<file path="config.mk">
export PLATFORM = sky130hd
export DESIGN_NAME = sram_like_arbiter_flat
export DESIGN_NICKNAME = d
export VERILOG_FILES = /design/src/rtl/sram_like_arbiter_if.sv /design/src/rtl/sram_like_arbiter.sv /design/src/flat_wrapper.sv
export SDC_FILE = /design/constraint.sdc
export NUM_CORES = 1
export LEC_CHECK = 0
export ABC_AREA = 1
export CAP_MARGIN = 20
export CORE_AREA = 2 2 123 125
export DETAILED_ROUTE_END_ITERATION = 10
export DIE_AREA = 0 0 125 127
export HOLD_SLACK_MARGIN = 0.15
export PLACE_DENSITY_LB_ADDON = 0.2
export SYNTH_ARGS = -nofsm -noshare
export SYNTH_HDL_FRONTEND = slang
export SYNTH_SLANG_ARGS = --single-unit
export TNS_END_PERCENT = 5
</file>
<file path="constraint.sdc">
create_clock -name clk -period 1.9 [get_ports clk]
set_input_delay 0.285 -clock clk [delete_from_list [all_inputs] [get_ports clk]]
set_output_delay 0.285 -clock clk [all_outputs]
set_load 0.05 [all_outputs]
</file>
<file path="src/rtl/sram_like_arbiter_if.sv">
// sram_like_arbiter_if: one sram-like bus port (request fields plus the
// addr_ok/data_ok handshakes and read data).
//   master modport : drives req/wr/size/wstrb/addr/wdata, receives addr_ok/data_ok/rdata
//   slave  modport : receives the request fields, drives addr_ok/data_ok/rdata
interface sram_like_arbiter_if;
    localparam int unsigned ADDR_W = 32;
    localparam int unsigned DATA_W = 32;
    localparam int unsigned SIZE_W = 2;
    localparam int unsigned STRB_W = 4;

    logic              req;
    logic              wr;
    logic [SIZE_W-1:0] size;
    logic [STRB_W-1:0] wstrb;
    logic [ADDR_W-1:0] addr;
    logic [DATA_W-1:0] wdata;
    logic              addr_ok;
    logic              data_ok;
    logic [DATA_W-1:0] rdata;

    modport master (
        output req, wr, size, wstrb, addr, wdata,
        input  addr_ok, data_ok, rdata
    );

    modport slave (
        input  req, wr, size, wstrb, addr, wdata,
        output addr_ok, data_ok, rdata
    );
endinterface

</file>
<file path="src/rtl/sram_like_arbiter.sv">
// sram_like_arbiter: merges the instruction-fetch and data-access sram-like
// masters onto one sram-like slave port. A request that is presented but not
// yet accepted is locked so the slave sees stable fields; every accepted
// transaction records its owner (0 = inst, 1 = data) in an in-order FIFO that
// steers each returning data_ok beat back to the issuing master.
//
// Ports:
//   clk        rising-edge clock
//   reset      asynchronous active-high reset
//   inst_sram  slave side of the instruction master's sram-like port
//   data_sram  slave side of the data master's sram-like port
//   mem        master side toward the AXI bridge / unified memory
//
// Parameter:
//   OUTST_DEPTH  maximum accepted-but-unreturned transactions (power of two, 2..16)
//
// Build option:
//   SRAM_ARB_RR_EN  defined   -> round-robin between the two masters
//                   undefined -> fixed priority, data over inst
module sram_like_arbiter #(
    parameter int unsigned OUTST_DEPTH = 4
) (
    input  logic                       clk,
    input  logic                       reset,
    sram_like_arbiter_if.slave         inst_sram,
    sram_like_arbiter_if.slave         data_sram,
    sram_like_arbiter_if.master        mem
);

    localparam int unsigned PTR_W = $clog2(OUTST_DEPTH);
    localparam int unsigned CNT_W = PTR_W + 1;
    localparam logic [CNT_W-1:0] DEPTH_CNT = CNT_W'(OUTST_DEPTH);

    logic                   lock_q, lock_d;
    logic                   lock_id_q, lock_id_d;
    logic [OUTST_DEPTH-1:0] owner_q, owner_d;
    logic [PTR_W-1:0]       wr_ptr_q, wr_ptr_d;
    logic [PTR_W-1:0]       rd_ptr_q, rd_ptr_d;
    logic [CNT_W-1:0]       count_q, count_d;

    logic sel;
    logic sel_req;
    logic full;
    logic not_empty;
    logic mem_req_c;
    logic push;
    logic pop;
    logic head_id;

    // Grant selection: a locked request keeps the grant until accepted.
`ifdef SRAM_ARB_RR_EN
    logic last_q, last_d;

    always_comb begin
        if (lock_q) begin
            sel = lock_id_q;
        end else if (inst_sram.req && data_sram.req) begin
            sel = ~last_q;
        end else begin
            sel = data_sram.req;
        end
    end

    // Last-grant tracking, updated on every accepted handshake.
    always_comb begin
        last_d = last_q;
        if (push) begin
            last_d = sel;
        end
    end

    always_ff @(posedge clk or posedge reset) begin
        if (reset) begin
            last_q <= 1'b1;
        end else begin
            last_q <= last_d;
        end
    end
`else
    always_comb begin
        if (lock_q) begin
            sel = lock_id_q;
        end else begin
            sel = data_sram.req;
        end
    end
`endif

    // Request path toward the slave.
    always_comb begin
        full      = (count_q == DEPTH_CNT);
        not_empty = (count_q != '0);
        sel_req   = sel ? data_sram.req : inst_sram.req;
        mem_req_c = sel_req & ~full & ~reset;
        push      = mem_req_c & mem.addr_ok;
        // A data_ok with nothing outstanding is a slave error and is dropped.
        pop       = mem.data_ok & not_empty & ~reset;
        head_id   = owner_q[rd_ptr_q];
    end

    always_comb begin
        mem.req   = mem_req_c;
        mem.wr    = sel ? data_sram.wr    : inst_sram.wr;
        mem.size  = sel ? data_sram.size  : inst_sram.size;
        mem.wstrb = sel ? data_sram.wstrb : inst_sram.wstrb;
        mem.addr  = sel ? data_sram.addr  : inst_sram.addr;
        mem.wdata = sel ? data_sram.wdata : inst_sram.wdata;
    end

    // Handshakes and response routing back to the masters.
    always_comb begin
        inst_sram.addr_ok = push & ~sel;
        data_sram.addr_ok = push &  sel;
        inst_sram.data_ok = pop  & ~head_id;
        data_sram.data_ok = pop  &  head_id;
        inst_sram.rdata   = mem.rdata;
        data_sram.rdata   = mem.rdata;
    end

    // Lock: hold the grant from the first unaccepted cycle until addr_ok.
    // While full, mem_req is low so the lock is simply retained.
    always_comb begin
        lock_d    = lock_q;
        lock_id_d = lock_id_q;
        if (push) begin
            lock_d = 1'b0;
        end else if (mem_req_c) begin
            lock_d    = 1'b1;
            lock_id_d = sel;
        end
    end

    // Outstanding-owner FIFO; pointers wrap naturally at the power-of-two depth.
    always_comb begin
        owner_d  = owner_q;
        wr_ptr_d = wr_ptr_q;
        rd_ptr_d = rd_ptr_q;
        count_d  = count_q;
        if (push) begin
            owner_d[wr_ptr_q] = sel;
            wr_ptr_d          = wr_ptr_q + PTR_W'(1);
        end
        if (pop) begin
            rd_ptr_d = rd_ptr_q + PTR_W'(1);
        end
        case ({push, pop})
            2'b10:   count_d = count_q + CNT_W'(1);
            2'b01:   count_d = count_q - CNT_W'(1);
            default: count_d = count_q;
        endcase
    end

    always_ff @(posedge clk or posedge reset) begin
        if (reset) begin
            lock_q    <= 1'b0;
            lock_id_q <= 1'b0;
            owner_q   <= '0;
            wr_ptr_q  <= '0;
            rd_ptr_q  <= '0;
            count_q   <= '0;
        end else begin
            lock_q    <= lock_d;
            lock_id_q <= lock_id_d;
            owner_q   <= owner_d;
            wr_ptr_q  <= wr_ptr_d;
            rd_ptr_q  <= rd_ptr_d;
            count_q   <= count_d;
        end
    end

endmodule
</file>
<file path="src/flat_wrapper.sv">
// flat-port wrapper written by rule: the top's interface ports become plain ports
module sram_like_arbiter_flat 
#(
    parameter int unsigned OUTST_DEPTH = 4
)
  (clk, reset, inst_sram_req, inst_sram_wr, inst_sram_size, inst_sram_wstrb, inst_sram_addr, inst_sram_wdata, inst_sram_addr_ok, inst_sram_data_ok, inst_sram_rdata, data_sram_req, data_sram_wr, data_sram_size, data_sram_wstrb, data_sram_addr, data_sram_wdata, data_sram_addr_ok, data_sram_data_ok, data_sram_rdata, mem_req, mem_wr, mem_size, mem_wstrb, mem_addr, mem_wdata, mem_addr_ok, mem_data_ok, mem_rdata);
  sram_like_arbiter_if inst_sram_i ();
  sram_like_arbiter_if data_sram_i ();
  sram_like_arbiter_if mem_i ();
  input  logic clk;
  input  logic reset;
  input wire logic [$bits(inst_sram_i.req)-1:0] inst_sram_req;
  input wire logic [$bits(inst_sram_i.wr)-1:0] inst_sram_wr;
  input wire logic [$bits(inst_sram_i.size)-1:0] inst_sram_size;
  input wire logic [$bits(inst_sram_i.wstrb)-1:0] inst_sram_wstrb;
  input wire logic [$bits(inst_sram_i.addr)-1:0] inst_sram_addr;
  input wire logic [$bits(inst_sram_i.wdata)-1:0] inst_sram_wdata;
  output wire logic [$bits(inst_sram_i.addr_ok)-1:0] inst_sram_addr_ok;
  output wire logic [$bits(inst_sram_i.data_ok)-1:0] inst_sram_data_ok;
  output wire logic [$bits(inst_sram_i.rdata)-1:0] inst_sram_rdata;
  input wire logic [$bits(data_sram_i.req)-1:0] data_sram_req;
  input wire logic [$bits(data_sram_i.wr)-1:0] data_sram_wr;
  input wire logic [$bits(data_sram_i.size)-1:0] data_sram_size;
  input wire logic [$bits(data_sram_i.wstrb)-1:0] data_sram_wstrb;
  input wire logic [$bits(data_sram_i.addr)-1:0] data_sram_addr;
  input wire logic [$bits(data_sram_i.wdata)-1:0] data_sram_wdata;
  output wire logic [$bits(data_sram_i.addr_ok)-1:0] data_sram_addr_ok;
  output wire logic [$bits(data_sram_i.data_ok)-1:0] data_sram_data_ok;
  output wire logic [$bits(data_sram_i.rdata)-1:0] data_sram_rdata;
  output wire logic [$bits(mem_i.req)-1:0] mem_req;
  output wire logic [$bits(mem_i.wr)-1:0] mem_wr;
  output wire logic [$bits(mem_i.size)-1:0] mem_size;
  output wire logic [$bits(mem_i.wstrb)-1:0] mem_wstrb;
  output wire logic [$bits(mem_i.addr)-1:0] mem_addr;
  output wire logic [$bits(mem_i.wdata)-1:0] mem_wdata;
  input wire logic [$bits(mem_i.addr_ok)-1:0] mem_addr_ok;
  input wire logic [$bits(mem_i.data_ok)-1:0] mem_data_ok;
  input wire logic [$bits(mem_i.rdata)-1:0] mem_rdata;
  assign inst_sram_i.req = inst_sram_req;
  assign inst_sram_i.wr = inst_sram_wr;
  assign inst_sram_i.size = inst_sram_size;
  assign inst_sram_i.wstrb = inst_sram_wstrb;
  assign inst_sram_i.addr = inst_sram_addr;
  assign inst_sram_i.wdata = inst_sram_wdata;
  assign inst_sram_addr_ok = inst_sram_i.addr_ok;
  assign inst_sram_data_ok = inst_sram_i.data_ok;
  assign inst_sram_rdata = inst_sram_i.rdata;
  assign data_sram_i.req = data_sram_req;
  assign data_sram_i.wr = data_sram_wr;
  assign data_sram_i.size = data_sram_size;
  assign data_sram_i.wstrb = data_sram_wstrb;
  assign data_sram_i.addr = data_sram_addr;
  assign data_sram_i.wdata = data_sram_wdata;
  assign data_sram_addr_ok = data_sram_i.addr_ok;
  assign data_sram_data_ok = data_sram_i.data_ok;
  assign data_sram_rdata = data_sram_i.rdata;
  assign mem_req = mem_i.req;
  assign mem_wr = mem_i.wr;
  assign mem_size = mem_i.size;
  assign mem_wstrb = mem_i.wstrb;
  assign mem_addr = mem_i.addr;
  assign mem_wdata = mem_i.wdata;
  assign mem_i.addr_ok = mem_addr_ok;
  assign mem_i.data_ok = mem_data_ok;
  assign mem_i.rdata = mem_rdata;
  sram_like_arbiter #(.OUTST_DEPTH(OUTST_DEPTH)) u_core (.clk(clk), .reset(reset), .inst_sram(inst_sram_i), .data_sram(data_sram_i), .mem(mem_i));
endmodule
</file>
**Yosys cells after proc, flatten, opt, wreduce, memory -nomap -nowiden**

Cells that the tools add are included.

- Input bits: 180
- Output and inout port bits: 140
- Flip-flop bits (word level): 13
- Word-level logic and storage cells: 50

- Mux-type cells: 15
- Eq/ne operators: 3
- $lt $le $gt $ge: 3
- Add/sub/neg operators: 4
- Bitwise logic cells: 14
- Reduce and logical (&&, ||, !) cells: 5

Operators by type and width:

| operator | number |
|---|---|
| 32-bit two-way mux | 2 |
| 1-bit AND | 9 |
| 1-bit two-way mux | 7 |
| 2-bit by 3-bit less-than comparator with 1-bit output (second input constant) | 2 |
| 3-bit case mux with 2 select lines | 1 |
| 1-bit NOT | 5 |
| 2-bit by 1-bit adder with 2-bit output (second input constant) | 2 |
| 4-bit bitwise mux | 1 |
| 4-bit two-way mux | 1 |
| 2-bit nonzero test | 2 |
| 3-bit by 1-bit adder with 3-bit output (second input constant) | 1 |
| 3-bit == test (second input constant) | 1 |
| 3-bit nonzero test | 1 |
| 3-bit by 1-bit subtractor with 3-bit output (second input constant) | 1 |
| 1-bit binary-select mux with 2-bit select | 1 |
| 1-bit demux with 2-bit select | 1 |
| 2-bit by 1-bit == test with 1-bit output (second input constant) | 1 |
| 2-bit == test (second input constant) | 1 |
| 2-bit by 1-bit >= comparator with 1-bit output (second input constant) | 1 |
| 2-bit two-way mux | 1 |
| 2-bit AND reduction | 1 |
| 1-bit logical AND | 1 |

**Longest topological paths before layout**

Gate-level depths: netlist of the first run.

- Depth in word-level cells: 7
- Mapped depth: 11
- Gate-level depth less buffers: 11

**Worst setup path after synthesis of the first run**

Ideal clock, no wire load.

- Path kind: in2out
- From: in reset
- To: out inst_sram_addr_ok
- Setup slack: -0.371 ns
- Buffers on the path: 0
- Arrival time: 1.986 ns
- Stages: 5
- Data required time: 1.615 ns
- Cells stage by stage: inv_1 -> nand2_1 -> a21oi_4 -> nand2_4 -> nor2_1

- Longest elaborated chain between the ends: 4

RTL lines:

| item | RTL line | text |
|---|---|---|
| start: declaration | flat_wrapper.sv:11 | `input logic reset;` |
| 1-bit NOT | sram_like_arbiter.sv:94 | `mem_req_c = sel_req & ~full & ~reset;` |
| 1-bit AND | sram_like_arbiter.sv:94 |  |
| net mem_req | flat_wrapper.sv:30 | `output wire logic [$bits(mem_i.req)-1:0] mem_req;` |
| 1-bit AND | sram_like_arbiter.sv:95 | `push = mem_req_c & mem.addr_ok;` |
| 1-bit AND | sram_like_arbiter.sv:112 | `inst_sram.addr_ok = push & ~sel;` |
| end: declaration | flat_wrapper.sv:18 | `output wire logic [$bits(inst_sram_i.addr_ok)-1:0] inst_sram_addr_ok;` |

The timed path passes the listed nets, and every way through them passes these cells.

**Final worst setup path of the first run**

- From: reg u_core.lock_q
- To: out data_sram_addr_ok

- Longest elaborated chain between the ends: 6

RTL lines:

| item | RTL line | text |
|---|---|---|
| start: declaration | sram_like_arbiter.sv:34 | `logic lock_q, lock_d;` |
| start signal: assignment | sram_like_arbiter.sv:162 | `lock_q <= lock_d;` |
| 1-bit two-way mux * | sram_like_arbiter.sv:81 | `if (lock_q) begin` |
| 1-bit two-way mux | sram_like_arbiter.sv:93 | `sel_req = sel ? data_sram.req : inst_sram.req;` |
| 1-bit AND (2 in a row) | sram_like_arbiter.sv:94 |  |
| 1-bit AND | sram_like_arbiter.sv:95 |  |
| 1-bit AND * | sram_like_arbiter.sv:113 | `data_sram.addr_ok = push & sel;` |
| end: declaration | flat_wrapper.sv:27 | `output wire logic [$bits(data_sram_i.addr_ok)-1:0] data_sram_addr_ok;` |

Mark *: on every way between the ends. The rest lies on a longest branch, timed or not.

==> results of run 1 <==
worst max-delay path, stage by stage (launching register included):
cell and delay, ps:
dfrtp_1 380, buf_4 170, nand2_8 90, nand3_4 80, a21oi_4 160, nand2_4 80, buf_6 140, nor2_4 120
buf_12 140
flip-flops by register name, indices dropped and copies added, names as in the netlist:
name	flops
u_core.lock_q	1
u_core.owner_q	4
u_core.count_q	3
u_core.wr_ptr_q	2
u_core.rd_ptr_q	2
u_core.lock_id_q	1
routing by layer:
layer	routed length (µm)	vias to the layer above	part of all wire
met1	4630	1325	0.38
met3	817	12	0.067
met4	142	0	0.012
li1	-	1461	-
met2	6580	148	0.54
met5	0	-	0
path summary, 6_finish.rpt:
check	from	end	slack (ps)	cells after the start
worst max-delay path	u_core.lock_q$_DFFE_PP0P_	data_sram_addr_ok	10	8
worst min-delay path	reset	u_core.wr_ptr_q[0]$_DFFE_PP0P_	220	4
worst max register to register	u_core.count_q[0]$_DFFE_PP0P_	u_core.count_q[2]$_DFFE_PP0P_	100	11
worst min register to register	u_core.owner_q[0]$_DFFE_PP0P_	u_core.owner_q[0]$_DFFE_PP0P_	490	2
max in group asynchronous	reset	u_core.lock_id_q$_DFFE_PP0P_	1540	4
min in group clk	u_core.owner_q[0]$_DFFE_PP0P_	u_core.owner_q[0]$_DFFE_PP0P_	490	2
layout by cell type, fill, tap and decap left out, types with 2 or more instances in the layout:
| cell | n |
|---|---|
| inv_1 | 9 |
| o21ai_1 | 4 |
| inv_2 | 3 |
| nand2_1 | 163 |
| nor2_2 | 2 |
| buf_12 | 82 |
| nor2_1 | 4 |
| nand4_1 | 8 |
| buf_4 | 17 |
| buf_6 | 4 |
| nand2_8 | 2 |
| nand3_1 | 2 |
| nor2_4 | 3 |
| nand2_4 | 3 |
| clkbuf_16 | 7 |
| ha_1 | 4 |
| a21oi_1 | 4 |
| nand2_2 | 75 |
| xor2_1 | 2 |
| clkdlybuf4s50_1 | 145 |
| dfrtp_1 | 12 |
cell families after synthesis:
| logic type | count (synthesis) | share of synthesized area |
|---|---|---|
| AOI/OAI and AO/OA | 9 | 0.0254 |
| xor gates and xnor gates | 3 | 0.0119 |
| adders and majority gates | 6 | 0.0373 |
| buffers and inverters | 94 | 0.297 |
| DFF | 13 | 0.147 |
| and+or+nand+nor | 263 | 0.481 |
power by group:
group	switching (mW)	leakage, nW	total, mW	internal [mW]
clock network	0.114	0.0382	0.397	0.283
logic	4.87	2.40	8.91	4.05
registers	0.111	0.158	0.523	0.412
total	5.09	2.59	9.83	4.74
cell type report:
class / count / area, µm² / area share
clock buffers: 4 / 78.8 / 0.0141
inverters: 14 / 68.8 / 0.0123
multi-input cells: 281 / 1470 / 0.264
flip-flops and latches: 13 / 327 / 0.0584
well taps: 184 / 230 / 0.0412
repair buffers: 255 / 3410 / 0.611
what timing repair did:
item | 4_1_cts | 5_1_grt
hold buffers | 0 | 0
setup buffers | 0 | 6
cloned | 2 | 4
resized for setup | 67 | 26
pin swaps | 1 | 8
setup endpoints to repair | 74 | 74
metrics by stage:
stage | hold slack, ps | total power [mW] | cell area, µm² | std cells | TNS, ps
floorplan | 106 | 4.89 | 2240 | 388 | -87.5
global placement | 481 | 8.58 | 5080 | 736 | -9930
detailed placement | 475 | 8.63 | 5080 | 736 | -11400
CTS | 438 | 9.54 | 5380 | 742 | -577
global route | 238 | 10.3 | 5590 | 751 | -1980
finish | 218 | 9.83 | 5590 | 751 | 0
==> reports/metrics.csv, run 1 <==
stage,metric,value,unit
timing,min_period,1890,ps
floorplan,placement_rows,44,
global_routing,grt_util_met3,0.0314,
synth,synthCells,388,
power_and_ir_drop,irDropWorstVdd,0.655,mV
routing,route.detailed.drc,0,
global_routing,use_met2,0.272,
routing,first_iter_violations,77,
floorplan,pin_count,320,
cells_and_area,utilization,0.388,
global_routing,grt_overflow_total,0,
floorplan,start_util,0.154,
setup_path,cp-end-kind,output pin,
timing,finalHoldViolCount,0,
placement,io_buffers,223,
timing,rsz0062_at_grt,true,
synth,synth_edf_count,0,
synth,synth_top_area_frac,0.402,
synth,yosysMostFrequentCell,nand2_1,
floorplan,die_w,125,µm
cells_and_area,drive_gt1_frac,0.363,
synth,async_flop_share,1.00,
timing,period_share,0.994,
clock_network,root_buffer,clkbuf_16,
global_routing,grt_max_degree,25,
global_routing,grt_pass1_wl,17400,µm
power_and_ir_drop,leakagePower,2.59,nW
synth,synthDistinctLibCells,25,
power_and_ir_drop,power.density,1760,mW/mm²
timing,max_freq,0.529,GHz
timing,setup_viol,0,
worst_hold_path,hold_class,in -> async,
timing,tightest_slew,265,ps
synth,synth.area.top_cells,"nand2_1 40%, buf_4 24%, dfrtp_1 15%, ha_1 2.8%, nand4_1 2.3%",
routing,drt_wl_total,12200,µm
routing,first_pass_iters,4,
placement,place_hpwl,9460,µm
timing,fin_worst_skew,2.34,ps
timing,slew_headroom,0.824,
global_routing,grt_pass1_vias,3030,
cells_and_area,num-fill-cells,1481,
timing,fin_ws,10.8,ps
setup_path,crit_required,1620,ps
cells_and_area,nets,754,
clock_network,clock_latency,240,ps
setup_path,worstSetupPathType,reg -> out,
synth,synth_common_cells,"237 x nand2_1, 70 x buf_4, 13 x dfrtp_1, 11 x inv_1, 8 x nand4_1",
synth,synth_seq_area_share,0.147,
synth,syn-cell-area,0.00221,mm²
global_routing,grt.met1_usage,0.154,
clock_network,cts_tree,built,
synth,synth_area_per_cell,5.71,µm²
synth,synth-seq-cells,13,
routing,num_vias,2946,
floorplan,die_area,0.0159,mm²
setup_path,startpoint_type,register,
setup_path,crit_fanout,3,
run,cap_violations,0,
floorplan,die_h,127,µm
routing,vias_per_cell,3.92,
synth,syn-num-nets,574,
placement,pre_cts_ws,-293,ps
global_routing,grt_antenna_before_repair,0,
synth,ys.flop_type,dfrtp_1,
clock_network,htreeDepth,1,
global_routing,track_usage,0.139,
cells_and_area,antenna_cells,0,
routing,wl_per_cell,16.2,µm
clock_network,clock_path_buffers,2,
clock_network,clkSlewWorstSetupHoldPaths,40,ps
synth,synth_area_leader_cell,nand2_1,
synth,yosysWarningCount,0,
run_status,status,"complete, no violations",
routing,ant_nets,0,
clock_network,clock-sinks,13,
cells_and_area,syn_to_final_growth,153,%
floorplan,core,0.0144,mm²
clock_network,numCtsBuffers,3,
setup_path,worstPathArrival,1600,ps
timing,maxSlewViolCount,0,
placement,place_congestion,0.849,
global_routing,grt_busiest_layer,met2,
(Power assumes the default switching activity.)
==> run 2: changes to the inputs <==
--- a/config.mk
+++ b/config.mk
@@ -8,10 +8,13 @@
 export ABC_AREA = 1
 export CAP_MARGIN = 20
 export CORE_AREA = 2 2 123 125
+export CTS_BUF_LIST = sky130_fd_sc_hd__clkbuf_16
 export DETAILED_ROUTE_END_ITERATION = 10
 export DIE_AREA = 0 0 125 127
 export HOLD_SLACK_MARGIN = 0.15
 export PLACE_DENSITY_LB_ADDON = 0.2
+export REMOVE_ABC_BUFFERS = 1
+export SKIP_LAST_GASP = 1
 export SYNTH_ARGS = -nofsm -noshare
 export SYNTH_HDL_FRONTEND = slang
 export SYNTH_SLANG_ARGS = --single-unit
==> run 2 against run 1 <==
Against the previous run:
- the flow now finishes with violations (negative setup slack)
- critical endpoint is now mem_addr[30]
- worst hold slack gained 190 ps
- sequential share of layout area grew 0.21 points
- final cell count shrank 0.80%
- clock skew grew 3.1 ps
- utilization shrank 1.5 points
- first-iteration DRC count grew 22%
- largest cell class unchanged
- setup slack lost 38 ps
==> reports/metrics.csv, run 2 (synthesis gave the netlist of run 1 again) <==
stage,metric,value,unit
floorplan,pin_count,320,
clock_network,clock_latency,240,ps
timing,finalHoldViolCount,0,
power_and_ir_drop,p_total,9.57,mW
routing,first_iter_violations,94,
floorplan,die_h,127,µm
clock_network,clkSlewWorstSetupHoldPaths,50,ps
cells_and_area,antenna_cells,0,
timing,min_period,1930,ps
timing,setup_viol,25,
setup_path,cp-end-kind,output pin,
power_and_ir_drop,power.density,1780,mW/mm²
cells_and_area,layout.area.seq,325,µm²
global_routing,grt_overflow_total,0,
run,cap_violations,0,
timing,rsz0062_at_grt,true,
timing,period_share,1.01,
floorplan,start_util,0.154,
setup_path,worstSetupPathType,reg -> out,
routing,ant_nets,0,
floorplan,placement_rows,44,
clock_network,postCtsHoldBufs,0,
routing,vias_per_cell,4.02,
global_routing,grt_pass1_wl,19200,µm
setup_path,crit_chain,inv_2 > nand2_4 > buf_6 > nand2_8 > buf_12 > clkbuf_16 > nand2_2 > nand2_2 > buf_12,
setup_path,worstPathArrival,1640,ps
cells_and_area,num-fill-cells,1504,
cells_and_area,final_common_cell,nand2_1,
timing,slew_headroom,0.835,
clock_network,clock-sinks,13,
run_status,status,"complete, but fails checks",
clock_network,htreeDepth,1,
floorplan,die_area,0.0159,mm²
cells_and_area,nets,748,
setup_path,cpPeakStageDelay,430,ps
clock_network,numCtsBuffers,3,
timing,tightest_slew,248,ps
cells_and_area,layout_common_cells,"207 x nand2_1, 146 x clkdlybuf4s50_1, 79 x buf_12",
setup_path,startpoint_type,register,
worst_hold_path,hold_class,in -> async,
routing,wl_per_cell,18.8,µm
global_routing,grt_antenna_before_repair,0,
power_and_ir_drop,irDropWorstVdd,0.720,mV
run_status,violations,negative setup slack,
placement,place_hpwl,11400,µm
global_routing,track_usage,0.160,
global_routing,grt_max_degree,30,
clock_network,root_buffer,clkbuf_16,
clock_network,clock_path_buffers,2,
cells_and_area,largest_registers,"u_core.owner_q: 4 flops, u_core.count_q: 3 flops",
setup_path,cp_slowest_cell,dfrtp_1,
routing,num_vias,2992,
cells_and_area,largest_reg_flops,4,
placement,dp_cells,734,
cells_and_area,syn_to_final_growth,143,%
routing,route.detailed.drc,0,
cells_and_area,drive_gt1_frac,0.273,
timing,maxSlewViolCount,0,
setup_path,crit_fanout,7,
timing,fin_ws,-26.8,ps
timing,fin_worst_skew,5.43,ps
setup_path,crit_required,1620,ps
timing,max_freq,0.519,GHz
clock_network,cts_tree,built,
routing,first_pass_iters,4,
power_and_ir_drop,leakagePower,2.57,nW
floorplan,die_w,125,µm
floorplan,core,0.0144,mm²
global_routing,grt_pass1_vias,3013,
cells_and_area,stdcell_count,745,
placement,place_congestion,0.894,
cells_and_area,multiInputGateArea,0.00134,mm²
routing,drt_wl_total,14000,µm
cells_and_area,regMostFlops,u_core.owner_q,
placement,io_buffers,223,
[run 2: path summary, 6_finish.rpt]
check                                         startpoint                              to  slack [ps]  cells past startpoint
min reg2reg                u_core.owner_q[2]$_DFFE_PP0P_   u_core.owner_q[2]$_DFFE_PP0P_         490                      2
max                            u_core.lock_q$_DFFE_PP0P_                    mem_addr[30]         -30                      9
min in group clk           u_core.owner_q[2]$_DFFE_PP0P_   u_core.owner_q[2]$_DFFE_PP0P_         490                      2
min                                                reset  u_core.rd_ptr_q[1]$_DFFE_PP0P_         410                      3
max reg2reg                u_core.count_q[1]$_DFFE_PP0P_   u_core.count_q[2]$_DFFE_PP0P_          50                     11
max in group asynchronous                          reset       u_core.lock_q$_DFFE_PP0P_        1320                      3
[run 2: cell type report]
cell class	count	area share
Tap cell	184	0.0428
Sequential cell	13	0.0605
Clock inverter	1	0.000930
Inverter	14	0.0112
Timing Repair Buffer	249	0.621
Clock buffer	3	0.0140
Multi-Input combinational cell	281	0.250
[run 2: worst max-delay path: cells and delay by family, from the launching register on]
family | cells | cell delay, ps
buffers and inverters | 5 | 670
AND/OR/NAND/NOR | 4 | 280
flip-flops | 1 | 430
[run 2: what timing repair did]
item | 4_1_cts | 5_1_grt
buffers inserted | 1 | 1
gates cloned | 3 | 2
endpoints found under the setup margin | 75 | 75
gates resized for setup | 20 | 31
pin swaps | 1 | 10
[run 2: report_power, final]
part | switching, mW | internal (mW)
registers | 0.111 | 0.409
logic | 4.75 | 3.90
clock network | 0.124 | 0.280
[run 2: metrics by stage]
step	setup TNS, ps	utilization	cell area [µm²]	hold slack [ps]	setup slack, ps
final	-303	0.373	5380	412	-26.8
after CTS	-928	0.363	5240	425	-37.0
after detailed placement	-12600	0.347	5000	484	-319
after global placement	-10350	0.347	5000	486	-298
after floorplan	-38480	-	1610	179	-583
after global routing	-5460	0.373	5380	465	-108
[run 2: routing by layer]
| metal | share of wire | vias up | global-route usage | wire length (µm) |
|---|---|---|---|---|
| li1 | - | 1454 | - | - |
| met1 | 0.38 | 1322 | 0.180 | 5260 |
| met2 | 0.48 | 198 | 0.259 | 6680 |
| met3 | 0.13 | 13 | 0.0976 | 1800 |
| met4 | 0.0086 | 5 | 0.0229 | 121 |
| met5 | 0.010 | - | 0.0774 | 141 |
